File: src/rtl/rv32_pkg.sv
// Shared RV32I core definitions: fetch FSM states, NOP encoding, default reset PC.
package rv32_pkg;

   typedef enum logic [1:0] {
      REQ  = 2'd0,
      WAIT = 2'd1,
      HALT = 2'd2
   } fetch_state_t;

   localparam logic [31:0] NOP_INSTR        = 32'h0000_0013;
   localparam logic [31:0] DEFAULT_RESET_PC = 32'h0000_0000;

endpackage

File: src/rtl/fetch_skid_buf.sv
// One-entry skid buffer with valid/ready on both sides and a synchronous flush.
module fetch_skid_buf #(
   parameter int unsigned W = 64
) (
   input  logic         clk,
   input  logic         rst_n,
   input  logic         i_flush,
   input  logic         i_valid,
   output logic         o_ready,
   input  logic [W-1:0] i_data,
   output logic         o_valid,
   input  logic         i_ready,
   output logic [W-1:0] o_data
);

   logic         r_valid;
   logic [W-1:0] r_data;

   always_ff @(posedge clk or negedge rst_n) begin
      if (!rst_n) begin
         r_valid <= 1'b0;
         r_data  <= '0;
      end else if (i_flush) begin
         r_valid <= 1'b0;
      end else if (i_valid && !r_valid) begin
         r_valid <= 1'b1;
         r_data  <= i_data;
      end else if (r_valid && i_ready) begin
         r_valid <= 1'b0;
      end
   end

   assign o_ready = !r_valid;
   assign o_valid = r_valid;
   assign o_data  = r_data;

endmodule

File: src/rtl/fetch_unit.sv
// RV32I instruction fetch: single-outstanding imem requests, registered decode output with skid.
// Optional FETCH_MISALIGN_EN: misaligned redirect sets sticky fetch_fault and halts fetch.
module fetch_unit
   import rv32_pkg::*;
#(
   parameter logic [31:0] RESET_PC = DEFAULT_RESET_PC
) (
   input  logic        clk,
   input  logic        rst_n,
   output logic        imem_req,
   output logic [31:0] imem_addr,
   input  logic        imem_gnt,
   input  logic        imem_rvalid,
   input  logic [31:0] imem_rdata,
   input  logic        redirect,
   input  logic [31:0] redirect_pc,
   output logic        id_valid,
   input  logic        id_ready,
   output logic [31:0] id_instr,
   output logic [31:0] id_pc,
   output logic [31:0] id_pcplus4,
   output logic        fetch_fault
);

   fetch_state_t r_state, w_state_nxt;
   logic [31:0]  r_pc, w_pc_nxt;
   logic [31:0]  r_req_pc, w_req_pc_nxt;
   logic         r_kill, w_kill_nxt;
   logic [31:0]  w_redir_pc;
   logic         w_take;

   logic         r_out_valid;
   logic [31:0]  r_out_instr, r_out_pc, r_out_pcplus4;
   logic         w_resp, w_out_load, w_skid_load, w_drain;
   logic         w_skid_valid, w_skid_ready;
   logic [63:0]  w_skid_data;

`ifdef FETCH_MISALIGN_EN
   logic r_fault;
   logic w_misalign;
   assign w_misalign  = (redirect_pc[1:0] != 2'b00);
   assign w_redir_pc  = redirect_pc;
   assign fetch_fault = r_fault;

   always_ff @(posedge clk or negedge rst_n) begin
      if (!rst_n) r_fault <= 1'b0;
      else        r_fault <= r_fault | (redirect && w_misalign);
   end
`else
   logic w_unused_lsb;
   assign w_unused_lsb = ^redirect_pc[1:0];
   assign w_redir_pc   = {redirect_pc[31:2], 2'b00};
   assign fetch_fault  = 1'b0;
`endif

   assign imem_req  = (r_state == REQ) && !w_skid_valid && rst_n;
   assign imem_addr = r_pc;
   assign w_take    = imem_req && imem_gnt;

   always_comb begin
      w_state_nxt  = r_state;
      w_pc_nxt     = r_pc;
      w_req_pc_nxt = r_req_pc;
      w_kill_nxt   = r_kill;
      unique case (r_state)
         REQ: begin
            if (w_take) begin
               w_state_nxt  = WAIT;
               w_pc_nxt     = r_pc + 32'd4;
               w_req_pc_nxt = r_pc;
            end
         end
         WAIT: begin
            if (imem_rvalid) begin
               w_state_nxt = REQ;
               w_kill_nxt  = 1'b0;
            end
         end
         default: ;
      endcase
      // A request still in flight after a redirect is tagged with kill so its data is dropped.
      if (redirect && (r_state != HALT)) begin
         w_pc_nxt = w_redir_pc;
         if (((r_state == WAIT) && !imem_rvalid) || ((r_state == REQ) && w_take)) begin
            w_state_nxt = WAIT;
            w_kill_nxt  = 1'b1;
         end else begin
            w_state_nxt = REQ;
            w_kill_nxt  = 1'b0;
         end
`ifdef FETCH_MISALIGN_EN
         if (w_misalign) begin
            w_state_nxt = HALT;
            w_kill_nxt  = 1'b0;
         end
`endif
      end
   end

   always_ff @(posedge clk or negedge rst_n) begin
      if (!rst_n) begin
         r_state  <= REQ;
         r_pc     <= RESET_PC;
         r_req_pc <= '0;
         r_kill   <= 1'b0;
      end else begin
         r_state  <= w_state_nxt;
         r_pc     <= w_pc_nxt;
         r_req_pc <= w_req_pc_nxt;
         r_kill   <= w_kill_nxt;
      end
   end

   assign w_resp      = (r_state == WAIT) && imem_rvalid && !r_kill && !redirect;
   assign w_out_load  = w_resp && (!r_out_valid || id_ready);
   assign w_skid_load = w_resp && r_out_valid && !id_ready && w_skid_ready;
   assign w_drain     = r_out_valid && id_ready;

   fetch_skid_buf #(.W(64)) u_skid (
      .clk     (clk),
      .rst_n   (rst_n),
      .i_flush (redirect),
      .i_valid (w_skid_load),
      .o_ready (w_skid_ready),
      .i_data  ({imem_rdata, r_req_pc}),
      .o_valid (w_skid_valid),
      .i_ready (w_drain && !w_resp),
      .o_data  (w_skid_data)
   );

   always_ff @(posedge clk or negedge rst_n) begin
      if (!rst_n) begin
         r_out_valid   <= 1'b0;
         r_out_instr   <= NOP_INSTR;
         r_out_pc      <= '0;
         r_out_pcplus4 <= 32'd4;
      end else if (redirect) begin
         r_out_valid <= 1'b0;
      end else if (w_out_load) begin
         r_out_valid   <= 1'b1;
         r_out_instr   <= imem_rdata;
         r_out_pc      <= r_req_pc;
         r_out_pcplus4 <= r_req_pc + 32'd4;
      end else if (w_drain) begin
         if (w_skid_valid) begin
            r_out_valid   <= 1'b1;
            r_out_instr   <= w_skid_data[63:32];
            r_out_pc      <= w_skid_data[31:0];
            r_out_pcplus4 <= w_skid_data[31:0] + 32'd4;
         end else begin
            r_out_valid <= 1'b0;
         end
      end
   end

   assign id_valid   = r_out_valid;
   assign id_instr   = r_out_instr;
   assign id_pc      = r_out_pc;
   assign id_pcplus4 = r_out_pcplus4;

endmodule
File: config.mk
export PLATFORM = sky130hd
export DESIGN_NAME = fetch_unit
export DESIGN_NICKNAME = d
export VERILOG_FILES = /design/src/rtl/rv32_pkg.sv /design/src/rtl/fetch_skid_buf.sv /design/src/rtl/fetch_unit.sv
export SDC_FILE = /design/constraint.sdc
export NUM_CORES = 1
export LEC_CHECK = 0
export ABC_AREA = 0
export CORE_ASPECT_RATIO = 1.2
export CORE_UTILIZATION = 45
export DETAILED_ROUTE_END_ITERATION = 10
export PLACE_DENSITY_LB_ADDON = 0.2
export SLEW_MARGIN = 20
export SYNTH_ARGS = -nofsm -noshare
export SYNTH_HDL_FRONTEND = slang
export SYNTH_SLANG_ARGS = --single-unit
File: constraint.sdc
create_clock -name clk -period 3.4 [get_ports clk]
set_input_delay 0.68 -clock clk [delete_from_list [all_inputs] [get_ports clk]]
set_output_delay 0.68 -clock clk [all_outputs]
set_load 0.02 [all_outputs]
Word level (Yosys, flattened, before mapping)
Index checks and enable logic that the tools add are counted.
Storage, ports and cells
  bits in read-only memories: 0
  bits in writable memories: 0
  memories kept: 0
  bits in registers: 229
  logic and storage cells: 88
  latch bits: 0
Operators by class
  divide/modulo/power cells: 0
  reduce and logical (&&, ||, !) cells: 42
  add/subtract/negate cells: 3
  bitwise logic cells: 1
  multiplexer cells: 28
  eq/ne operators: 4
  multiply operators: 0
  shift-type cells: 0
  $lt $le $gt $ge: 0
Operator list (number)
  32-bit two-way mux: 12
  32-bit by 3-bit adder with 32-bit output, second input constant: 3
  1-bit logical AND: 17
  1-bit two-way mux: 12
  2-bit nonzero test: 6
  3-bit nonzero test: 3
  2-bit AND reduction: 4
  1-bit zero test: 7
  2-bit two-way mux: 3
  3-bit AND reduction: 2
  2-bit case mux with 2 select lines: 1
  3-bit by 2-bit inequality test with 1-bit output, second input constant: 1
  3-bit inequality test, second input constant: 1
  2-bit by 1-bit == test with 1-bit output, second input constant: 1
  2-bit zero test: 1
  1-bit logical OR: 2
  2-bit inequality test, second input constant: 1
  1-bit inverter: 1

Logic depth before layout (Yosys ltp)
  depth after elaboration: 10
  gate-level depth with buffers: 15
  gate-level depth less buffers: 11

Cells and area by module
A second synthesis with hierarchy kept.
Second synthesis, totals
  cells, all modules: 1045
  area, all modules: 10610.2 um^2
By module, submodules not included
  fetch_unit: times used 1, area each 7878.8 um^2, cells each 905, seq. area each 3933.8 um^2
  fetch_skid_buf: times used 1, area each 2731.4 um^2, cells each 140, seq. area each 1626.6 um^2

Worst setup path after synthesis
OpenSTA, ideal clock, no wires.
  kind: input -> register
  start point: input imem_rvalid
  end point: register r_out_pcplus4[30] (netlist: id_pcplus4[30])
  data required time: 3.274 ns
  setup slack: 0.019 ns
  arrival time: 3.256 ns
  cell stages on the path: 15
  cells stage by stage: and4bb_1 > buf_6 > nand2_1 > buf_2 > clkbuf_1 > nand2_1 > nand2_1 > ha_1 > inv_1 > nor4_1 > a22o_1 > buf_2 > a21boi_1 > nor3b_1 > o31ai_1
On the way
  cells in the longest elaborated chain, start to end: 6
  elaborated cells on any way between the ends: 8
  those cells by class: mux: 1; reduce/logical: 7
Ends and longest elaborated chain
  start: declaration: line fetch_unit.sv:13  | input logic imem_rvalid,
  1-bit logical AND (*) (3 in series): line fetch_unit.sv:114  | assign w_resp = (r_state == WAIT) && imem_rvalid && !r_kill && !redirect;
  1-bit logical AND (*): line fetch_unit.sv:115  | assign w_out_load = w_resp && (!r_out_valid || id_ready);
  2-bit nonzero test (no line)
  3-bit AND reduction (no line)
  end signal: assignment: line fetch_unit.sv:143  | r_out_pcplus4 <= r_req_pc + 32'd4;
  end signal: assignment: line fetch_unit.sv:149  | r_out_pcplus4 <= w_skid_data[31:0] + 32'd4;
  end: declaration: line fetch_unit.sv:33  | logic [31:0] r_out_instr, r_out_pc, r_out_pcplus4;
Every way passes the cells marked *; elsewhere a longest branch is shown, timed or not.
A chain may end at the register's enable or synchronous reset.

Final worst setup path
  start point: input rst_n
  end point: output imem_req
On the way
  cells in the longest elaborated chain, start to end: 1
Ends and longest elaborated chain
  start: declaration: line fetch_unit.sv:9  | input logic rst_n,
  1-bit logical AND: line fetch_unit.sv:56  | assign imem_req = (r_state == REQ) && !w_skid_valid && rst_n;
  end: declaration: line fetch_unit.sv:10  | output logic imem_req,
Every way passes these cells.

==> qor.txt <==
Clock Sinks - 218
flops & latches, synth - 218
Peak VDD IR - 0.3217 mV
Final Max Tran Viols - 0
Synth top area share - 0.5098
die span in x - 141.5 um
fraction of layout instances using a drive strength above 1 - 0.1089
Overflow after GRT - 0
PwrDens - 634.9 nW/um^2
Final Critical Period - 2.938 ns
routability cong. - 0.8500
met1 usage - 0.3107
Port Buffer Count - 191
clock share of power - 0.305
number of DRC markers in iteration 0 - 492
proportion of power drawn by combinational gates - 0.276
drt pass-1 iters - 4
CTS Buf Count - 24
clock latency on the worst-skew pair - 0.51 ns
antenna violations before repair - 0
CP max FO - 9
CP Capture Type - primary output
FMAX - 340.4 MHz
Post-synth EDFFs - 0
CTS root buffer - clkbuf_16
Pint - 5873 uW
utilization after layout - 0.5940
area delta synth->final - 28.21%
die area - 23960 um^2
RSZ-0062 raised after global routing - no
final WL - 26.57 mm
diode count - 0
WHS - 0.4357 ns
Primary FF master, synth - dfrtp_1
GR Layer Usage met2 - 0.3706
Req. time, crit path - 2.72 ns
GRT busiest layer - met2
post-CTS setup buffer count - 0
Syn Inst Count - 1104
H-tree depth - 1
DIE HEIGHT - 169.4 um
sequential share of power - 0.419
global-route wire length before repair - 43.79 mm
Top Ports - 201
Clock transition at path regs - 0.06 ns
Post-Syn Area - 10500 um^2
DP Wirelength - 18.05 mm
async set-reset flop share out of synthesis - 1.000
Setup crit start kind - input pin
Clock Skew - 0.009523 ns
share of the yosys chip area belonging to registers - 0.5198
WS Path Type - in2out
max_slew headroom - 0.3266
Via Count - 8592
Sw Ratio - 0.3131
Final Cycle Share - 0.8641
row count - 60
Core ar. - 22670 um^2
CTS max path bufs - 3
post-cts resize count - 0
Hold Fails Final Rpt - 0
Starting Density - 0.4633
YS warnings - 0
met3 Usage GRT - 0.03047
vias in the first global route - 8405
Final TNS setup - 0 ns
GR Util All Layers - 0.2257
# setup viols final - 0
area leader, netlist - dfrtp_1
Routed wire per std cell - 16.65 um
worst hold path class - in2reg
Remaining DRCs - 0
Hold Buf Count CTS - 1
drt via density - 5.383
Distinct cells, synth - 61
# Max-Cap Violations - 0
Post-Syn Area per Cell - 9.514 um^2
Static Leak - 0.005838 uW
crit path DAT - 2.26 ns
top cells by area, synth - dfrtp_1, nand2_1, mux2_2
Routed Antenna Nets - 0
measured slew at the worst slew-check pin - 1.006 ns
status - finished, final reports clean
sw power - 2677 uW
fin nets - 1341
TritonCTS clock tree - yes
largest net degree at the start of global routing - 138
## worst paths after layout
check	from	endpoint	slack, ns	cells past startpoint
max	rst_n	imem_req	0.46	4
min	redirect	r_kill$_DFFE_PN0P_	0.44	2
max reg2reg	r_state[0]$_DFFE_PN0P_	id_pcplus4[30]$_DFFE_PN0P_	0.68	12
min reg2reg	id_pcplus4[2]$_DFFE_PN1P_	id_pcplus4[2]$_DFFE_PN1P_	0.47	2
max in group asynchronous	rst_n	u_skid.o_data[17]$_DFFE_PN0P_	1.34	4
min in group asynchronous	rst_n	r_kill$_DFFE_PN0P_	0.56	2
## power by group through the flow
stage / combinational (uW) / clock (uW) / sequential, uW
6_report: 2360 / 2610 / 3580
5_1_grt: 2550 / 2770 / 3660
4_1_cts: 2380 / 2670 / 3590
3_5_place_dp: 2370 / 0 / 3630
3_3_place_gp: 2340 / 0 / 3600
2_1_floorplan: 683 / 0 / 4030
## synthesized netlist by cell type (3+ instances only)
cell type,instances
nor3b_1,6
nand3_1,24
nor3_1,17
nand4_1,25
and2_1,3
inv_1,6
a31oi_1,56
mux2i_1,14
nand2_1,268
o211ai_1,3
dfstp_2,4
a21oi_1,35
clkbuf_1,43
and3_1,16
buf_4,9
buf_1,6
nor2b_1,3
o22ai_1,8
dfrtp_1,214
xor2_1,29
mux2_2,65
o221ai_1,3
o31ai_1,3
buf_2,20
nand2b_1,3
o21a_1,3
o21ai_0,51
nor2_1,94
xnor2_1,29
## through the flow
stage	power, uW	setup WS [ns]	instance area, um^2	cells
floorplan	4714	0.01877	10530	1110
global placement	5948	0.09305	12660	1552
detailed placement	5999	0.003888	12660	1552
CTS	8641	0.4557	13470	1596
global route	8983	0.3675	13470	1596
finish	8550	0.4621	13470	1596
## final cells by class
class / count / area, um^2
clock buffer: 39 / 718.2
clock inverter: 4 / 73.82
fill: 2034 / 9205
inverter: 6 / 22.52
multi-input combinational: 805 / 4679
sequential: 218 / 5460
tap: 310 / 387.9
timing repair buffer: 214 / 2125
## logic make-up after synthesis
kind of cell             synth area share
AO/OA/AOI/OAI                      0.1101
adder cells (fa/ha/maj)          0.002382
flip-flops                         0.5198
multiplexers                      0.08303
buffers and inverters             0.03824
XOR/XNOR                          0.04836
AND/OR/NAND/NOR                    0.1977
other                           0.0003570
## worst max-delay path: stages
cell             delay, ns
dlygate4sd3_1         0.57
buf_8                 0.15
nor3b_1               0.21
clkdlybuf4s50_1       0.64
## layer usage
metal  part of all wire  vias up
met5                  0        -
met4              0.021        0
met3              0.053       37
met2               0.47      253
met1               0.45     4172
li1                   -     4130
## registers in the layout (all words and copies together) (netlist names)
signal and count:
u_skid.o_valid 1, id_pc 30, id_pcplus4 30, imem_addr 30
r_state 1, u_skid.o_data 62, id_valid 1, r_kill 1
id_instr 32, r_req_pc 30
## layout by cell type (no fill, tap or decap), types with 4 or more instances in the layout
cell type	instances
nand4_1	25
inv_1	6
mux2_2	65
mux2i_1	14
dfstp_2	4
xnor2_1	29
clkbuf_8	4
nor3b_1	6
xor2_1	29
dfrtp_1	214
clkbuf_16	25
clkdlybuf4s50_1	189
o21ai_0	51
nor2_1	94
nand3_1	23
a31oi_1	56
o22ai_1	8
nand2_1	267
and3_1	15
clkbuf_1	10
nor3_1	17
a21oi_1	35
conb_1	7
buf_4	19
Note: power is estimated with default switching activity, not from simulation.
